<file path="src/rtl/rom_arbiter_if.sv">
// ROM arbiter bus: two requester ports plus the shared ROM port.
// slave = arbiter side, master = requesters and ROM side.
interface rom_arbiter_if #(
  parameter int ADDR_WIDTH = 10,
  parameter int DATA_WIDTH = 32
);
  logic                  Req0;
  logic [ADDR_WIDTH-1:0] Addr0;
  logic                  Gnt0;
  logic                  Valid0;
  logic [DATA_WIDTH-1:0] Data0;
  logic                  Req1;
  logic [ADDR_WIDTH-1:0] Addr1;
  logic                  Gnt1;
  logic                  Valid1;
  logic [DATA_WIDTH-1:0] Data1;
  logic [ADDR_WIDTH-1:0] RomAddress;
  logic [DATA_WIDTH-1:0] RomReadData;

  modport slave (
    input  Req0, Addr0, Req1, Addr1,
    input  RomReadData,
    output Gnt0, Valid0, Data0,
    output Gnt1, Valid1, Data1,
    output RomAddress
  );

  modport master (
    output Req0, Addr0, Req1, Addr1,
    output RomReadData,
    input  Gnt0, Valid0, Data0,
    input  Gnt1, Valid1, Data1,
    input  RomAddress
  );
endinterface

</file>
<file path="src/rtl/rom_arbiter.sv">
// Two-port arbiter in front of a registered-address instruction ROM.
// Round-robin with burst limit, or fixed priority with starvation guard.
module rom_arbiter #(
  parameter int ADDR_WIDTH    = 10,
  parameter int DATA_WIDTH    = 32,
  parameter int PRIORITY_MODE = 0,
  parameter int MAX_BURST     = 2,
  parameter int STARVE_LIMIT  = 4
) (
  input logic          Clock,
  input logic          Reset,
  rom_arbiter_if.slave bus
);

  localparam int BW = $clog2(MAX_BURST + 1);
  localparam int WW = $clog2(STARVE_LIMIT + 1);
  localparam logic [BW-1:0] BURST_MAX = BW'(MAX_BURST);
  localparam logic [WW-1:0] WAIT_MAX  = WW'(STARVE_LIMIT);

  logic                  last_owner;
  logic [BW-1:0]         burst_cnt;
  logic [WW-1:0]         wait1;
  logic                  pend_valid;
  logic                  pend_owner;
  logic [ADDR_WIDTH-1:0] addr_hold;

  logic                  last_owner_nx;
  logic [BW-1:0]         burst_cnt_nx;
  logic [WW-1:0]         wait1_nx;

  logic                  both;
  logic                  any_req;
  logic                  win1;
  logic                  gnt_any;
  logic                  gnt0;
  logic                  gnt1;
  logic                  valid0;
  logic                  valid1;
  logic [ADDR_WIDTH-1:0] win_addr;
  logic [DATA_WIDTH-1:0] rdata;

  // Winner select; a lone requester always wins.
  always_comb begin
    both    = bus.Req0 & bus.Req1;
    any_req = bus.Req0 | bus.Req1;
    win1    = bus.Req1;
    if (both) begin
      if (PRIORITY_MODE == 0) begin
        win1 = (burst_cnt < BURST_MAX) ? last_owner : ~last_owner;
      end else begin
        win1 = (wait1 >= WAIT_MAX);
      end
    end
    gnt_any = any_req & Reset;
    gnt0    = gnt_any & ~win1;
    gnt1    = gnt_any & win1;
  end

  always_comb begin
    last_owner_nx = last_owner;
    burst_cnt_nx  = burst_cnt;
    if (gnt_any) begin
      if (win1 == last_owner) begin
        if (burst_cnt < BURST_MAX) begin
          burst_cnt_nx = burst_cnt + 1'b1;
        end
      end else begin
        last_owner_nx = win1;
        burst_cnt_nx  = BW'(1);
      end
    end
  end

  always_comb begin
    wait1_nx = '0;
    if (bus.Req1 && !gnt1) begin
      wait1_nx = (wait1 < WAIT_MAX) ? wait1 + 1'b1 : wait1;
    end
  end

  always_comb begin
    win_addr = addr_hold;
    unique case (1'b1)
      gnt1:    win_addr = bus.Addr1;
      gnt0:    win_addr = bus.Addr0;
      default: win_addr = addr_hold;
    endcase
  end

  always_ff @(posedge Clock) begin
    if (!Reset) begin
      last_owner <= 1'b1;
      burst_cnt  <= BURST_MAX;
      wait1      <= '0;
      pend_valid <= 1'b0;
      pend_owner <= 1'b0;
      addr_hold  <= '0;
    end else begin
      last_owner <= last_owner_nx;
      burst_cnt  <= burst_cnt_nx;
      wait1      <= wait1_nx;
      pend_valid <= gnt_any;
      if (gnt_any) begin
        pend_owner <= win1;
        addr_hold  <= win_addr;
      end
    end
  end

  // Response gated by Reset so a grant just before reset never returns.
  always_comb begin
    rdata  = bus.RomReadData;
    valid0 = pend_valid & ~pend_owner & Reset;
    valid1 = pend_valid & pend_owner & Reset;
  end

  always_comb begin
    bus.Gnt0       = gnt0;
    bus.Gnt1       = gnt1;
    bus.RomAddress = win_addr;
    bus.Valid0     = valid0;
    bus.Valid1     = valid1;
    bus.Data0      = valid0 ? rdata : '0;
    bus.Data1      = valid1 ? rdata : '0;
  end

endmodule
</file>
<file path="src/flat_wrapper.sv">
// flat-port wrapper written by rule: the top's interface ports become plain ports
module rom_arbiter_flat 
#(
  parameter int ADDR_WIDTH    = 10,
  parameter int DATA_WIDTH    = 32,
  parameter int PRIORITY_MODE = 0,
  parameter int MAX_BURST     = 2,
  parameter int STARVE_LIMIT  = 4
)
  (Clock, Reset, bus_Req0, bus_Addr0, bus_Req1, bus_Addr1, bus_RomReadData, bus_Gnt0, bus_Valid0, bus_Data0, bus_Gnt1, bus_Valid1, bus_Data1, bus_RomAddress);
  rom_arbiter_if #(.ADDR_WIDTH(ADDR_WIDTH), .DATA_WIDTH(DATA_WIDTH)) bus_i ();
  input logic Clock;
  input logic Reset;
  input wire logic [$bits(bus_i.Req0)-1:0] bus_Req0;
  input wire logic [$bits(bus_i.Addr0)-1:0] bus_Addr0;
  input wire logic [$bits(bus_i.Req1)-1:0] bus_Req1;
  input wire logic [$bits(bus_i.Addr1)-1:0] bus_Addr1;
  input wire logic [$bits(bus_i.RomReadData)-1:0] bus_RomReadData;
  output wire logic [$bits(bus_i.Gnt0)-1:0] bus_Gnt0;
  output wire logic [$bits(bus_i.Valid0)-1:0] bus_Valid0;
  output wire logic [$bits(bus_i.Data0)-1:0] bus_Data0;
  output wire logic [$bits(bus_i.Gnt1)-1:0] bus_Gnt1;
  output wire logic [$bits(bus_i.Valid1)-1:0] bus_Valid1;
  output wire logic [$bits(bus_i.Data1)-1:0] bus_Data1;
  output wire logic [$bits(bus_i.RomAddress)-1:0] bus_RomAddress;
  assign bus_i.Req0 = bus_Req0;
  assign bus_i.Addr0 = bus_Addr0;
  assign bus_i.Req1 = bus_Req1;
  assign bus_i.Addr1 = bus_Addr1;
  assign bus_i.RomReadData = bus_RomReadData;
  assign bus_Gnt0 = bus_i.Gnt0;
  assign bus_Valid0 = bus_i.Valid0;
  assign bus_Data0 = bus_i.Data0;
  assign bus_Gnt1 = bus_i.Gnt1;
  assign bus_Valid1 = bus_i.Valid1;
  assign bus_Data1 = bus_i.Data1;
  assign bus_RomAddress = bus_i.RomAddress;
  rom_arbiter #(.ADDR_WIDTH(ADDR_WIDTH), .DATA_WIDTH(DATA_WIDTH), .PRIORITY_MODE(PRIORITY_MODE), .MAX_BURST(MAX_BURST), .STARVE_LIMIT(STARVE_LIMIT)) u_core (.Clock(Clock), .Reset(Reset), .bus(bus_i));
endmodule
</file>
<file path="config.mk">
export PLATFORM = sky130hd
export DESIGN_NAME = rom_arbiter_flat
export DESIGN_NICKNAME = d
export VERILOG_FILES = /design/src/rtl/rom_arbiter_if.sv /design/src/rtl/rom_arbiter.sv /design/src/flat_wrapper.sv
export SDC_FILE = /design/constraint.sdc
export NUM_CORES = 1
export LEC_CHECK = 0
export CAP_MARGIN = 10
export CELL_PAD_IN_SITES_DETAIL_PLACEMENT = 1
export CELL_PAD_IN_SITES_GLOBAL_PLACEMENT = 2
export CORE_MARGIN = 4
export CORE_UTILIZATION = 16
export DETAILED_ROUTE_END_ITERATION = 8
export GPL_TIMING_DRIVEN = 0
export PLACE_DENSITY = 0.92
export SLEW_MARGIN = 20
export SYNTH_ARGS = -nofsm -noshare
export SYNTH_HDL_FRONTEND = slang
export SYNTH_SLANG_ARGS = --single-unit
</file>
<file path="constraint.sdc">
create_clock -name Clock -period 1.65 [get_ports Clock]
set_input_delay 0.165 -clock Clock [delete_from_list [all_inputs] [get_ports Clock]]
set_output_delay 0.165 -clock Clock [all_outputs]
set_load 0.02 [all_outputs]
</file>
# After elaboration in Yosys (flattened, before gate mapping)
# Index checks and enable logic that the tools add are counted.
classes:
  n_addsub: 1
  n_lt_le_gt_ge: 1
  n_eq_ne: 2
  mux: 7
  n_bitwise: 13
  reduce_logical: 2
op_table:
  columns: ["op", "count"]
  rows:
  - ["two-way mux 32 bit", 2]
  - ["one-hot mux 10 bit (2 select lines)", 1]
  - ["AND 1 bit", 8]
  - ["two-way mux 2 bit", 2]
  - ["inverter 1 bit", 4]
  - ["AND reduction 2 bit", 2]
  - ["adder 2 x 1 -> 2 bit (second input constant)", 1]
  - ["less-than comparator 2 bit (second input constant)", 1]
  - ["two-way mux 1 bit", 2]
  - ["!= test 2 bit (second input constant)", 1]
  - ["== test 1 bit", 1]
  - ["OR 1 bit", 1]
word_totals:
  reg_bits: 15
  input_bits: 56
  output_inout_bits: 78
  word_cells: 31

# Logic depth before layout (Yosys ltp)
depth:
  depth_word: 6
  depth_mapped: 5
  depth_no_buf: 3

# Least setup slack after synthesis
# OpenSTA, ideal clock, no wires.
synth_path:
  path_kind: "register -> output"
  start: "register u_core.last_owner"
  end: "output bus_RomAddress[0]"
  arrival_ps: 1119
  required_time_ps: 1485
  setup_slack_ps: 366
  path_stages_with_launch: 6
  n_path_buf: 2
  cell_sequence: "dfxtp_1 -> buf_6 -> xor2_2 -> buf_6 -> o2111ai_2 -> nand3_1"
synth_between:
  elab_chain_cells: 6
  elab_cells_between_ends: 7
  classes_between: "mux (3); bitwise (4)"
synth_rtl:
  columns: ["element", "line_no", "rtl"]
  rows:
  - ["from (decl)", "rom_arbiter.sv:20", "logic last_owner;"]
  - ["from (signal assigned)", "rom_arbiter.sv:99", "last_owner <= last_owner_nx;"]
  - ["inverter 1 bit", "rom_arbiter.sv:49", "win1 = (burst_cnt < BURST_MAX) ? last_owner : ~last_owner;"]
  - ["two-way mux 1 bit (*)", "rom_arbiter.sv:49", null]
  - ["two-way mux 1 bit (*)", "rom_arbiter.sv:47", "if (both) begin"]
  - ["inverter 1 bit", "rom_arbiter.sv:55", "gnt0 = gnt_any & ~win1;"]
  - ["AND 1 bit", "rom_arbiter.sv:55", null]
  - ["one-hot mux 10 bit (2 select lines) (*)", "rom_arbiter.sv:83", "unique case (1'b1)"]
  - ["to (decl)", "flat_wrapper.sv:25", "output wire logic [$bits(bus_i.RomAddress)-1:0] bus_RomAddress;"]
# Mark *: on every way between the ends. The rest lies on a longest branch, timed or not.

# Worst setup path after layout
layout_path:
  start: "register u_core.burst_cnt[1]"
  end: "output bus_RomAddress[0]"
layout_between:
  elab_chain_cells: 6
  elab_cells_between_ends: 7
  classes_between: "order compare (1); mux (3); bitwise (3)"
layout_rtl:
  columns: ["element", "line_no", "rtl"]
  rows:
  - ["from (decl)", "rom_arbiter.sv:21", "logic [BW-1:0] burst_cnt;"]
  - ["from (signal assigned)", "rom_arbiter.sv:100", "burst_cnt <= burst_cnt_nx;"]
  - ["less-than comparator 2 bit (*)", "rom_arbiter.sv:49", null]
  - ["two-way mux 1 bit (*)", "rom_arbiter.sv:49", null]
  - ["two-way mux 1 bit (*)", "rom_arbiter.sv:47", null]
  - ["inverter 1 bit", "rom_arbiter.sv:55", null]
  - ["AND 1 bit", "rom_arbiter.sv:55", null]
  - ["one-hot mux 10 bit (2 select lines) (*)", "rom_arbiter.sv:83", null]
# Marks and branches as above.

==> impl_metrics.json <==
{
  "status": "finished, violations left",
  "violations": "setup timing",
  "arrival_ns": 1.57,
  "hold_viol_final": 0,
  "final_cell_mix": "and2_1, clkdlybuf4s50_1, nand2_1",
  "wl_met2_um": 3790,
  "synth_seq_area_share_pct": 20.0,
  "hold_slack_ns": 0.299,
  "final_area_um2": 3210,
  "slowest_delay_ns": 0.39,
  "grt_remaining_overflow": 0,
  "cp_num_cells": 6,
  "die_area_um2": 11000,
  "timing.fmax_mhz": 576,
  "hp-class": "primary input to register",
  "p_leak_nw": 1.43,
  "topRoutingLayerUsed": "met4",
  "drive_gt1_share_pct": 42.6,
  "die_h_um": 105,
  "fin_crit_sh_pct": 105,
  "max-vdd-ir-drop_mv": 0.269,
  "relSlewSlack_pct": 65.9,
  "synth_top_flop_cell": "dfxtp_1",
  "detail_route.wl_per_cell_um": 16.3,
  "wl_met3_um": 410,
  "worst_slew_pin_slew_ns": 0.510,
  "cp.required_ns": 1.48,
  "num_vias": 1964,
  "power_density_nw_per_um2": 495,
  "maxCapViolCount": 0,
  "place.gp.congestion": 0.742,
  "grt_antenna_before_repair": 0,
  "drc": 0,
  "synth.largest_area_cell": "and2_1",
  "p_total_w": 0.00159,
  "cpLargestDelayFamily": "buffers and inverters",
  "path_class": "register to output port",
  "wl_um": 7370,
  "pwr-share-comb_pct": 53.3,
  "clkLatencyLatePin_ns": 0.25,
  "netlist.area_leader.share_pct": 27.0,
  "final_util_pct": 35.0,
  "synth_area_leaders": "and2_1, dfxtp_1, o2111ai_2, nand3_1, nand2_1",
  "start_util_pct": 16.4,
  "fin_nets": 397,
  "critPathBufInv": 3,
  "synth_edf_count": 0,
  "seq_power_share_pct": 27.1,
  "syn-cell-area_um2": 1510,
  "cp_slowest_cell": "dfxtp_4",
  "viasPerCell": 4.35,
  "cts_max_level": 1,
  "synth_cells": 188,
  "rrSetupSlack_ns": 0.23,
  "r2r_cells": 6,
  "finalMaxSlewViolations": 0,
  "dpl_cell_area_um2": 2970,
  "finClkSkew_ns": 0.00248,
  "ctsLongestPathBuffers": 2,
  "ys_async_sr_fraction_pct": 0,
  "synth_cell_types": 26,
  "grt_pass1_vias": 2016,
  "tritoncts": "yes",
  "first_pass_iters": 4,
  "cp-startpoint": "u_core.burst_cnt[1]",
  "critPathMaxFanout": 6,
  "grtUsageTotal_pct": 11.8,
  "setup_viol": 9,
  "core-area_um2": 9200,
  "antenna_cells": 0,
  "period_needed_ns": 1.74,
  "p_int_w": 0.00101,
  "ant_nets": 0,
  "yosys_warnings": 0,
  "reg2reg_from": "u_core.burst_cnt[1]",
  "synth_seq_cells": 15,
  "root_buffer": "clkbuf_8",
  "layout_commonest_cell": "and2_1",
  "drt_iter0_markers": 104,
  "crit_top_cell": "buf_6",
  "rows": 35,
  "clk_pin_slew_worst_paths_ns": 0.07,
  "die_w_um": 105,
  "areaGrowthSynthToFinish_pct": 114,
  "clock-sinks": 15,
  "setup_slack_ns": -0.0856,
  "swShare_pct": 36.7,
  "hpwlAfterDp_um": 5330,
  "rsz0062_at_grt": "true",
  "cts-buffers-inserted": 3,
  "wl_met1_um": 3100,
  "crit_chain": "xnor2_4 > buf_6 > clkbuf_16 > o2111ai_4 > nand3_2 > buf_6",
  "io_pins": 134,
  "power.net_switching_w": 0.000584,
  "syn-num-nets": 244,
  "portBuffers": 132,
  "cp-start-kind": "register",
  "p_clk_share_pct": 19.6,
  "grt_start_max_net_pins": 11,
  "endpoint": "bus_RomAddress[0]",
  "setup_tns_ns": -0.437,
  "postSynthAreaPerCell_um2": 8.01,
  "critPathCaptureType": "output port",
  "r2r-end": "u_core.addr_hold[0]",
  "grt_pass1_wl_um": 10700
}
-- worst register-to-register path: cells and delay by family, from the launching register on --
family	cells	cell delay, ns
xor gates and xnor gates	1	0.17
DFF	1	0.39
buffers and inverters	3	0.43
and+or+nand+nor	1	0.08
AOI/OAI and AO/OA	1	0.21
-- flip-flops by register name, indices dropped and copies added (netlist names) --
register           count
u_core.last_owner      1
u_core.addr_hold      10
u_core.burst_cnt       2
u_core.pend_owner      1
u_core.pend_valid      1
-- cell usage after synthesis (all sizes together) (2+ instances only) --
library cell	number
a21oi	4
and2	65
buf	16
clkbuf	4
dfxtp	15
inv	3
mux2i	2
nand2	25
nand2b	2
nand3	20
nor2	2
o2111ai	20
o21ai	2
-- cell type report --
cell class                 instances  area [um2]
multi-input combinational        150        1200
clock buffer                       4        45.0
buffer                            18         170
sequential                        15         310
inverter                           3        11.3
fill                            1098        5980
timing repair buffer             150        1340
tap                              111         139
-- how the worst min path moves through the flow --
| stage | to | from | cells after the start | slack [ns] |
|---|---|---|---|---|
| floorplan | u_core.addr_hold[0] | bus_Addr1[0] | 2 | 0.32 |
| global placement | u_core.addr_hold[6] | u_core.addr_hold[6] | 2 | 0.45 |
| detailed placement | u_core.addr_hold[4] | u_core.addr_hold[4] | 2 | 0.46 |
| CTS | u_core.addr_hold[9] | bus_Req0 | 3 | 0.29 |
| global route | u_core.addr_hold[3] | bus_Req0 | 3 | 0.32 |
| finish | u_core.addr_hold[3] | bus_Req0 | 3 | 0.30 |
-- routing by layer --
metal / track usage (%) / up-vias
li1: - / 950
met1: 13.9 / 914
met2: 22.7 / 92
met3: 2.04 / 8
met4: 1.41 / 0
met5: 0 / -
-- through the flow --
step	setup WS, ns	cells
final	-0.0856	451
after global routing	-0.140	451
after CTS	-0.178	441
after detailed placement	-0.739	431
after global placement	-0.664	431
after floorplan	0.366	188
-- cell families after synthesis --
family | synth area share, %
buf+inv | 9.64
mux | 1.33
flops | 20.0
compound gates | 23.3
simple gates | 42.9
xor+xnor | 2.91
-- power groups by stage --
stage	logic (W)	clock network [W]	registers [W]
2_1_floorplan	0.000373	0	0.000418
3_3_place_gp	0.000720	0	0.000420
3_5_place_dp	0.000731	0	0.000422
4_1_cts	0.000767	0.000319	0.000425
5_1_grt	0.000904	0.000334	0.000435
6_report	0.000849	0.000312	0.000431
-- timing repair --
action,in CTS,in global routing
pin swaps,4,11
gates cloned,3,3
hold buffers,0,0
endpoints found under the hold margin,0,0
gates resized for setup,255,64
endpoints found under the setup margin,78,71
buffers inserted,4,8
Note: power is estimated with default switching activity, not from simulation.
